<file path="src/rtl/i2c_pkg.sv">
// Shared I2C target definitions: FSM state encoding and register indices.
// Latency: n/a (types and constants only).
// Backpressure: n/a.
package i2c_pkg;

  typedef enum logic [3:0] {
    ST_IDLE,
    ST_ADDR,
    ST_ADDR_ACK,
    ST_PTR,
    ST_PTR_ACK,
    ST_WDATA,
    ST_WDATA_ACK,
    ST_RDATA,
    ST_RACK
  } state_t;

  localparam logic [1:0] REG_CTRL0 = 2'd0;
  localparam logic [1:0] REG_CTRL1 = 2'd1;
  localparam logic [1:0] REG_CTRL2 = 2'd2;
  localparam logic [1:0] REG_STAT  = 2'd3;

endpackage

</file>
<file path="src/rtl/i2c_bus_sync.sv">
// Synchronises the async SCL/SDA pins and flags SCL edges plus START/STOP.
// Latency: events flag 2 clk_50m cycles after the pin change (plus one cycle of history).
// Backpressure: none; event flags are single-cycle pulses.
module i2c_bus_sync (
  input  logic clk_50m,
  input  logic reset,
  input  logic scl_i,
  input  logic sda_i,
  output logic sda,
  output logic scl_rise,
  output logic scl_fall,
  output logic start_det,
  output logic stop_det
);

  logic scl_s1, scl_s2, scl_d;
  logic sda_s1, sda_s2, sda_d;

  // Two flops per pin for metastability, one extra stage as edge history; idle bus level is high.
  always_ff @(posedge clk_50m) begin
    if (reset) begin
      scl_s1 <= 1'b1;
      scl_s2 <= 1'b1;
      scl_d  <= 1'b1;
      sda_s1 <= 1'b1;
      sda_s2 <= 1'b1;
      sda_d  <= 1'b1;
    end else begin
      scl_s1 <= scl_i;
      scl_s2 <= scl_s1;
      scl_d  <= scl_s2;
      sda_s1 <= sda_i;
      sda_s2 <= sda_s1;
      sda_d  <= sda_s2;
    end
  end

  assign sda       = sda_s2;
  assign scl_rise  =  scl_s2 & ~scl_d;
  assign scl_fall  = ~scl_s2 &  scl_d;
  // SDA may only move while SCL is high to signal START (falling) or STOP (rising).
  assign start_det =  scl_s2 & scl_d & sda_d & ~sda_s2;
  assign stop_det  =  scl_s2 & scl_d & ~sda_d & sda_s2;

endmodule

</file>
<file path="src/rtl/i2c_target_regs.sv">
// I2C target exposing three R/W control bytes and one read-only status byte via an auto-incrementing pointer.
// Latency: bus events act ~3 clk_50m cycles after the pin edge; wr_en pulses the cycle after the 8th data bit rise.
// Backpressure: none; the target never stretches SCL and the wr_* strobe cannot be stalled.
module i2c_target_regs #(
  parameter logic [6:0] DEV_ADDR = 7'h3C
) (
  input  logic        clk_50m,
  input  logic        reset,
  input  logic        scl_i,
  input  logic        sda_i,
  output logic        sda_o,
  output logic        sda_t,
  input  logic [7:0]  stat_i,
  output logic [23:0] ctrl_q,
  output logic        wr_en,
  output logic [1:0]  wr_idx,
  output logic [7:0]  wr_data
);
  import i2c_pkg::*;

  logic       sda_s, scl_rise, scl_fall, start_det, stop_det;
  state_t     state, state_n;
  logic [3:0] cnt, cnt_n;
  logic [7:0] sh, sh_n;
  logic       sda_t_n;
  logic [1:0] ptr, ptr_n;
  logic       mack, mack_n;
  logic       wr_go;
  logic [7:0] rx_byte, tx_byte;

  i2c_bus_sync u_sync (
    .clk_50m   (clk_50m),
    .reset     (reset),
    .scl_i     (scl_i),
    .sda_i     (sda_i),
    .sda       (sda_s),
    .scl_rise  (scl_rise),
    .scl_fall  (scl_fall),
    .start_det (start_det),
    .stop_det  (stop_det)
  );

  assign sda_o   = 1'b0;
  assign rx_byte = {sh[6:0], sda_s};

  // Byte to transmit for the current pointer; status is captured when this is loaded.
  always_comb begin
    tx_byte = stat_i;
    case (ptr)
      REG_CTRL0: tx_byte = ctrl_q[7:0];
      REG_CTRL1: tx_byte = ctrl_q[15:8];
      REG_CTRL2: tx_byte = ctrl_q[23:16];
      REG_STAT:  tx_byte = stat_i;
      default:   tx_byte = stat_i;
    endcase
  end

  // Protocol FSM: START/STOP first, then bit sampling on SCL rise and SDA updates on SCL fall.
  always_comb begin
    state_n = state;
    cnt_n   = cnt;
    sh_n    = sh;
    sda_t_n = sda_t;
    ptr_n   = ptr;
    mack_n  = mack;
    wr_go   = 1'b0;
    if (stop_det) begin
      state_n = ST_IDLE;
      cnt_n   = 4'd0;
      sda_t_n = 1'b1;
    end else if (start_det) begin
      state_n = ST_ADDR;
      cnt_n   = 4'd0;
      sda_t_n = 1'b1;
    end else begin
      case (state)
        ST_ADDR, ST_PTR, ST_WDATA: begin
          if (scl_rise && cnt < 4'd8) begin
            sh_n  = rx_byte;
            cnt_n = cnt + 4'd1;
            if (state == ST_WDATA && cnt == 4'd7) begin
              wr_go = 1'b1;
              ptr_n = ptr + 2'd1;
            end
          end else if (scl_fall && cnt == 4'd8) begin
            cnt_n = 4'd0;
            if (state == ST_ADDR) begin
              // Mismatch leaves SDA released so the master sees a NACK.
              if (sh[7:1] == DEV_ADDR) begin
                state_n = ST_ADDR_ACK;
                sda_t_n = 1'b0;
              end else begin
                state_n = ST_IDLE;
              end
            end else if (state == ST_PTR) begin
              ptr_n   = sh[1:0];
              state_n = ST_PTR_ACK;
              sda_t_n = 1'b0;
            end else begin
              state_n = ST_WDATA_ACK;
              sda_t_n = 1'b0;
            end
          end
        end
        ST_ADDR_ACK: begin
          if (scl_fall) begin
            // R/W bit is the LSB of the address byte.
            if (sh[0]) begin
              state_n = ST_RDATA;
              sh_n    = tx_byte;
              sda_t_n = tx_byte[7];
            end else begin
              state_n = ST_PTR;
              sda_t_n = 1'b1;
            end
          end
        end
        ST_PTR_ACK, ST_WDATA_ACK: begin
          if (scl_fall) begin
            state_n = ST_WDATA;
            sda_t_n = 1'b1;
          end
        end
        ST_RDATA: begin
          if (scl_rise && cnt < 4'd8) begin
            cnt_n = cnt + 4'd1;
          end else if (scl_fall && cnt == 4'd8) begin
            state_n = ST_RACK;
            cnt_n   = 4'd0;
            sda_t_n = 1'b1;
            ptr_n   = ptr + 2'd1;
            mack_n  = 1'b0;
          end else if (scl_fall && cnt != 4'd0) begin
            sda_t_n = sh[6];
            sh_n    = {sh[6:0], 1'b0};
          end
        end
        ST_RACK: begin
          if (scl_rise) begin
            mack_n = ~sda_s;
          end else if (scl_fall) begin
            if (mack) begin
              state_n = ST_RDATA;
              sh_n    = tx_byte;
              sda_t_n = tx_byte[7];
            end else begin
              state_n = ST_IDLE;
              sda_t_n = 1'b1;
            end
          end
        end
        default: ;
      endcase
    end
  end

  // FSM and shift/pointer state registers.
  always_ff @(posedge clk_50m) begin
    if (reset) begin
      state <= ST_IDLE;
      cnt   <= 4'd0;
      sh    <= 8'd0;
      sda_t <= 1'b1;
      ptr   <= 2'd0;
      mack  <= 1'b0;
    end else begin
      state <= state_n;
      cnt   <= cnt_n;
      sh    <= sh_n;
      sda_t <= sda_t_n;
      ptr   <= ptr_n;
      mack  <= mack_n;
    end
  end

  // Register file update and write strobe; index 3 strobes but is not stored.
  always_ff @(posedge clk_50m) begin
    if (reset) begin
      ctrl_q  <= 24'd0;
      wr_en   <= 1'b0;
      wr_idx  <= 2'd0;
      wr_data <= 8'd0;
    end else begin
      wr_en <= wr_go;
      if (wr_go) begin
        wr_idx  <= ptr;
        wr_data <= rx_byte;
        case (ptr)
          REG_CTRL0: ctrl_q[7:0]   <= rx_byte;
          REG_CTRL1: ctrl_q[15:8]  <= rx_byte;
          REG_CTRL2: ctrl_q[23:16] <= rx_byte;
          default: ;
        endcase
      end
    end
  end

endmodule

</file>
<file path="config.mk">
export PLATFORM = sky130hd
export DESIGN_NAME = i2c_target_regs
export DESIGN_NICKNAME = d
export VERILOG_FILES = /design/src/rtl/i2c_pkg.sv /design/src/rtl/i2c_bus_sync.sv /design/src/rtl/i2c_target_regs.sv
export SDC_FILE = /design/constraint.sdc
export NUM_CORES = 1
export LEC_CHECK = 0
export CORE_MARGIN = 5
export CORE_UTILIZATION = 45
export DETAILED_ROUTE_END_ITERATION = 12
export PLACE_DENSITY = 0.71
export SLEW_MARGIN = 30
export SYNTH_ARGS = -nofsm -noshare
export SYNTH_HDL_FRONTEND = slang
export SYNTH_SLANG_ARGS = --single-unit
</file>
<file path="constraint.sdc">
create_clock -name clk_50m -period 2.9 [get_ports clk_50m]
set_input_delay 0.87 -clock clk_50m [delete_from_list [all_inputs] [get_ports clk_50m]]
set_output_delay 0.87 -clock clk_50m [all_outputs]
set_load 0.05 [all_outputs]
</file>
== Word-level counts from Yosys, hierarchy flattened ==
Cells that the tools add are included.

* Register bits after elaboration: 61
* Input port bits: 12
* Word-level logic and storage cells: 165

* Add/subtract/negate cells: 2
* $lt $le $gt $ge: 1
* Equality and inequality tests: 42
* Mux-type cells: 59
* Bitwise operators: 13
* Reductions and logical operators: 28

{| class="wikitable"
|+ Operators by type and width
! cell !! count
|-
| 8-bit two-way mux || 9
|-
| 8-bit case mux with 4 select lines || 2
|-
| 4-bit two-way mux || 11
|-
| 3-bit inequality test, second input constant || 14
|-
| 2-bit inequality test, second input constant || 14
|-
| 9-bit AND reduction || 3
|-
| 1-bit two-way mux || 22
|-
| 4-bit by 3-bit == test with 1-bit output, second input constant || 5
|-
| 4-bit case mux with 5 select lines || 1
|-
| 2-bit two-way mux || 9
|-
| 12-bit AND reduction || 1
|-
| 11-bit AND reduction || 1
|-
| 10-bit AND reduction || 1
|-
| 4-bit by 2-bit == test with 1-bit output, second input constant || 2
|-
| 4-bit == test, second input constant || 2
|-
| 2-bit AND reduction || 4
|-
| 4-bit nonzero test || 2
|-
| 1-bit bitwise AND || 7
|-
| 7-bit by 6-bit == test with 1-bit output, second input constant || 1
|-
| 3-bit two-way mux || 2
|-
| 1-bit inverter || 6
|-
| 6-bit AND reduction || 1
|-
| 2-bit nonzero test || 3
|-
| 6-bit nonzero test || 1
|-
| 15 further kinds || 21
|}

== Depth between registers and ports, before layout ==
* Depth after elaboration: 8
* Gate-level depth with buffers: 8

== Hierarchy ==
From an unflattened synthesis, not the netlist that was laid out.

* Cells, all modules: 381
* Area total of the unflattened synthesis: 3109.2 um^2

{| class="wikitable"
|+ Modules (own cells, without submodules)
! module !! times used !! cells each !! area each (um^2) !! seq. area each (um^2)
|-
| i2c_target_regs || 1 || 365 || 2919.0 || 1101.1
|-
| i2c_bus_sync || 1 || 16 || 190.2 || 120.1
|}

== Worst setup path after synthesis ==
OpenSTA, ideal clock, no wires.

* Path kind: input -> register
* Start: input reset
* End: register state[2]
* Arrival: 1.780 ns
* Path slack: 1.003 ns
* Cell stages on the path: 5
* Path through: clkbuf_1 a31o_2 clkbuf_1 nor3_1 a22o_1

* Cells in the longest elaborated chain, start to end: 1

{| class="wikitable"
|+ RTL lines
! item !! line !! source
|-
| start: declaration || i2c_target_regs.sv:8 || <nowiki>input logic reset,</nowiki>
|-
| 3-bit OR reduction (no line) || - ||
|-
| end signal: assignment || i2c_target_regs.sv:167 || <nowiki>state <= state_n;</nowiki>
|-
| end: declaration || i2c_target_regs.sv:22 || <nowiki>state_t state, state_n;</nowiki>
|}

No other way between the ends.
A chain may end at the register's enable or synchronous reset.

== Final worst setup path ==
* Start: register ctrl_q[17]
* End: output ctrl_q[17]

{| class="wikitable"
|+ RTL lines
! item !! line !! source
|-
| start: declaration || i2c_target_regs.sv:14 || <nowiki>output logic [23:0] ctrl_q,</nowiki>
|-
| start signal: assignment || i2c_target_regs.sv:191 || <nowiki>REG_CTRL2: ctrl_q[23:16] <= rx_byte;</nowiki>
|}

No word-level cell between the ends.

==> results.cfg <==
[yosys]
syn_area_um2 = 3350
synth_edf_count = 0
syn_area_per_cell_um2 = 8.28
synthCells = 404
synthArstFlopShare_pct = 0
syn_nets = 423
yosys_warnings = 0
ys.flop_type = dfxtp_1
yosys-top-cells-area = dfxtp_1 36%, nand2_1 10%, a21oi_1 7.3%
synth_cell_types = 74
seq_area_frac_synth_pct = 36.5
ys_seq_elements = 61
yosysTopAreaCell = dfxtp_1
netlist.area_leader.share_pct = 36.5

[pwr]
p_total_mw = 2.15
leakage_nw = 1.28
ir_worst_vdd_uv = 290
powerDensity_nw_per_um2 = 545

[critical_path]
critPathBufInv = 1
end_kind = primary output
path_class = reg -> out
cpLargestDelayFamily = buffers and inverters
slowest_delay_ns = 0.83
worstPathMaxFanout = 3
crit_chain = clkdlybuf4s50_1
crit_path_top_delay_cell = clkdlybuf4s50_1
worstPathArrival_ns = 1.54
cp.required_ns = 2.03
critPathLaunchType = flip-flop

[finish]
layoutNonFillerInstCount = 537
nNetsFinal = 452
final_util_pct = 54.5
n_antenna_cell = 0
area_delta_synth_final_pct = 18.1
drive_above_1_share_pct = 13.0

[run]
drv_cap = 0

[detailed_routing]
route.vias.total = 3068
drcViolationCount = 0
wirelength_um = 8710
drtPass1Iterations = 6
wire_per_inst_um = 16.2
detail-route-antenna-nets = 0
drtIter0Drc = 249
via_per_inst = 5.71

[global_routing]
gr-usage-met2_pct = 30.1
grt_util_met3_pct = 4.30
busiest_layer = met2
grt_usage_pct = 20.3
overflow = 0
grt_pass1_vias = 2866
grt_max_degree = 54
grt_pass1_wl_um = 14600
antenna_found_initial = 0
met1_usage_pct = 27.9

[sta]
rsz0062_at_grt = no
setup_ws_ns = 0.486
min_period_ns = 2.41
max_freq_mhz = 414
hold_viol = 0
period_share_pct = 83.3
setup_tns_ns = 0
drv_slew = 0
finClkSkew_ns = 0.0110
setup_violations = 0
max_slew.worst_pin.slew_ns = 0.904
maxSlewHeadroom_pct = 39.3

[status]
status = finished clean

[floorplanning]
io_pins = 49
die_area_um2 = 9260
die_h_um = 96.2
coreArea_um2 = 7250
num_rows = 31
die_x_um = 96.2
initial_core_util_pct = 46.1

[cts]
cts_max_level = 3
cts-root-buf = clkbuf_8
cts_buffers = 9
cts_setup_buffers = 0
cts.repair.resized = 0
cts.sinks = 61
cts.path.max_buffers = 2
cts_hold_buf = 0
clk_pin_slew_worst_paths_ns = 0.07
cts_tree = done
clock_latency_ns = 0.34

[place]
hpwlAfterDp_um = 6210
gp_congestion = 0.913
port_buffers = 47
pre_cts_ws_ns = 0.625
dp_cells = 521

[min_path]
hold_path_class = reg -> reg
[flip-flops by register name (all words and copies together) (netlist names)]
name / flops
mack: 1
u_sync.sda_s1: 1
wr_en: 1
u_sync.sda: 1
sh: 8
sda_t: 1
cnt: 4
u_sync.sda_d: 1
u_sync.scl_s2: 1
ctrl_q: 24
u_sync.scl_s1: 1
u_sync.scl_d: 1
wr_idx: 2
state: 4
ptr: 2
wr_data: 8
[final cells by class]
type                    instances  area, µm²
well taps                      99        124
clock inverters                 5       33.8
clock buffers                  11        151
multi-input cells             296       1870
flip-flops and latches         61       1220
fillers                       683       3300
inverters                      12       45.0
repair buffers                 53        510
[metrics by stage]
step	cell area [µm²]	hold WS, ns
4_1_cts	3950	0.410
6_report	3950	0.409
2_1_floorplan	3350	0.389
3_3_place_gp	3770	0.391
5_1_grt	3950	0.420
3_5_place_dp	3770	0.394
[cell families (layout without fill, tap and decap cells)]
logic type	count (synthesis)	after routing	share of synthesized area, %
adders and majority gates	7	7	2.62
muxes	4	4	1.35
DFF	61	61	36.5
buffers and inverters	47	81	7.74
other	1	1	0.112
and+or+nand+nor	158	158	24.0
xor gates and xnor gates	2	2	0.524
AOI/OAI and AO/OA	124	124	27.1
[cell usage after synthesis (4+ instances only)]
cell type / count
nand2_1: 92
dfxtp_1: 61
a21oi_1: 49
clkbuf_1: 16
nor2_1: 12
o21ai_0: 12
inv_1: 11
a222oi_1: 8
a22oi_1: 8
ha_1: 7
nand2b_1: 7
a311oi_2: 6
buf_2: 6
buf_6: 6
nor3_1: 6
or2_2: 6
nand3_1: 5
a211o_1: 4
a31oi_1: 4
[where the power goes]
group	internal (mW)	leakage [nW]	switching (mW)
Clock	0.356	0.0917	0.334
Combinational	0.210	0.696	0.310
Sequential	0.865	0.493	0.0769
[path summary, 6_finish.rpt]
path                                  from                  endpoint  slack [ns]  cells after the start
hold / removal    u_sync.scl_s1$_SDFF_PP1_  u_sync.scl_s2$_SDFF_PP1_        0.41                      1
setup / recovery   ctrl_q[17]$_SDFFE_PP0P_                ctrl_q[17]        0.49                      1
hold reg to reg   u_sync.scl_s1$_SDFF_PP1_  u_sync.scl_s2$_SDFF_PP1_        0.41                      1
setup reg to reg     state[2]$_SDFFE_PP0P_        sh[1]$_SDFFE_PP0P_        0.52                      5
[metal layers]
metal	vias to the layer above	share of wire, %
li1	1502	-
met1	1426	45
met2	122	46
met3	18	7.1
met4	0	2.1
met5	-	0
[placed cells by master (no fill, tap or decap), types with 4 or more instances in the layout]
master           instances
or2_2                    6
buf_4                    6
nand3_1                  5
dfxtp_1                 61
a222oi_1                 8
nor2_1                  12
a21oi_1                 49
a311oi_2                 6
inv_1                   11
nand2b_1                 7
a31oi_1                  4
a22oi_1                  8
clkbuf_8                11
nand2_1                 92
ha_1                     7
a211o_1                  4
o21ai_0                 12
nor3_1                   6
clkdlybuf4s50_1         46
No activity file was read; power rests on OpenSTA's default activity.
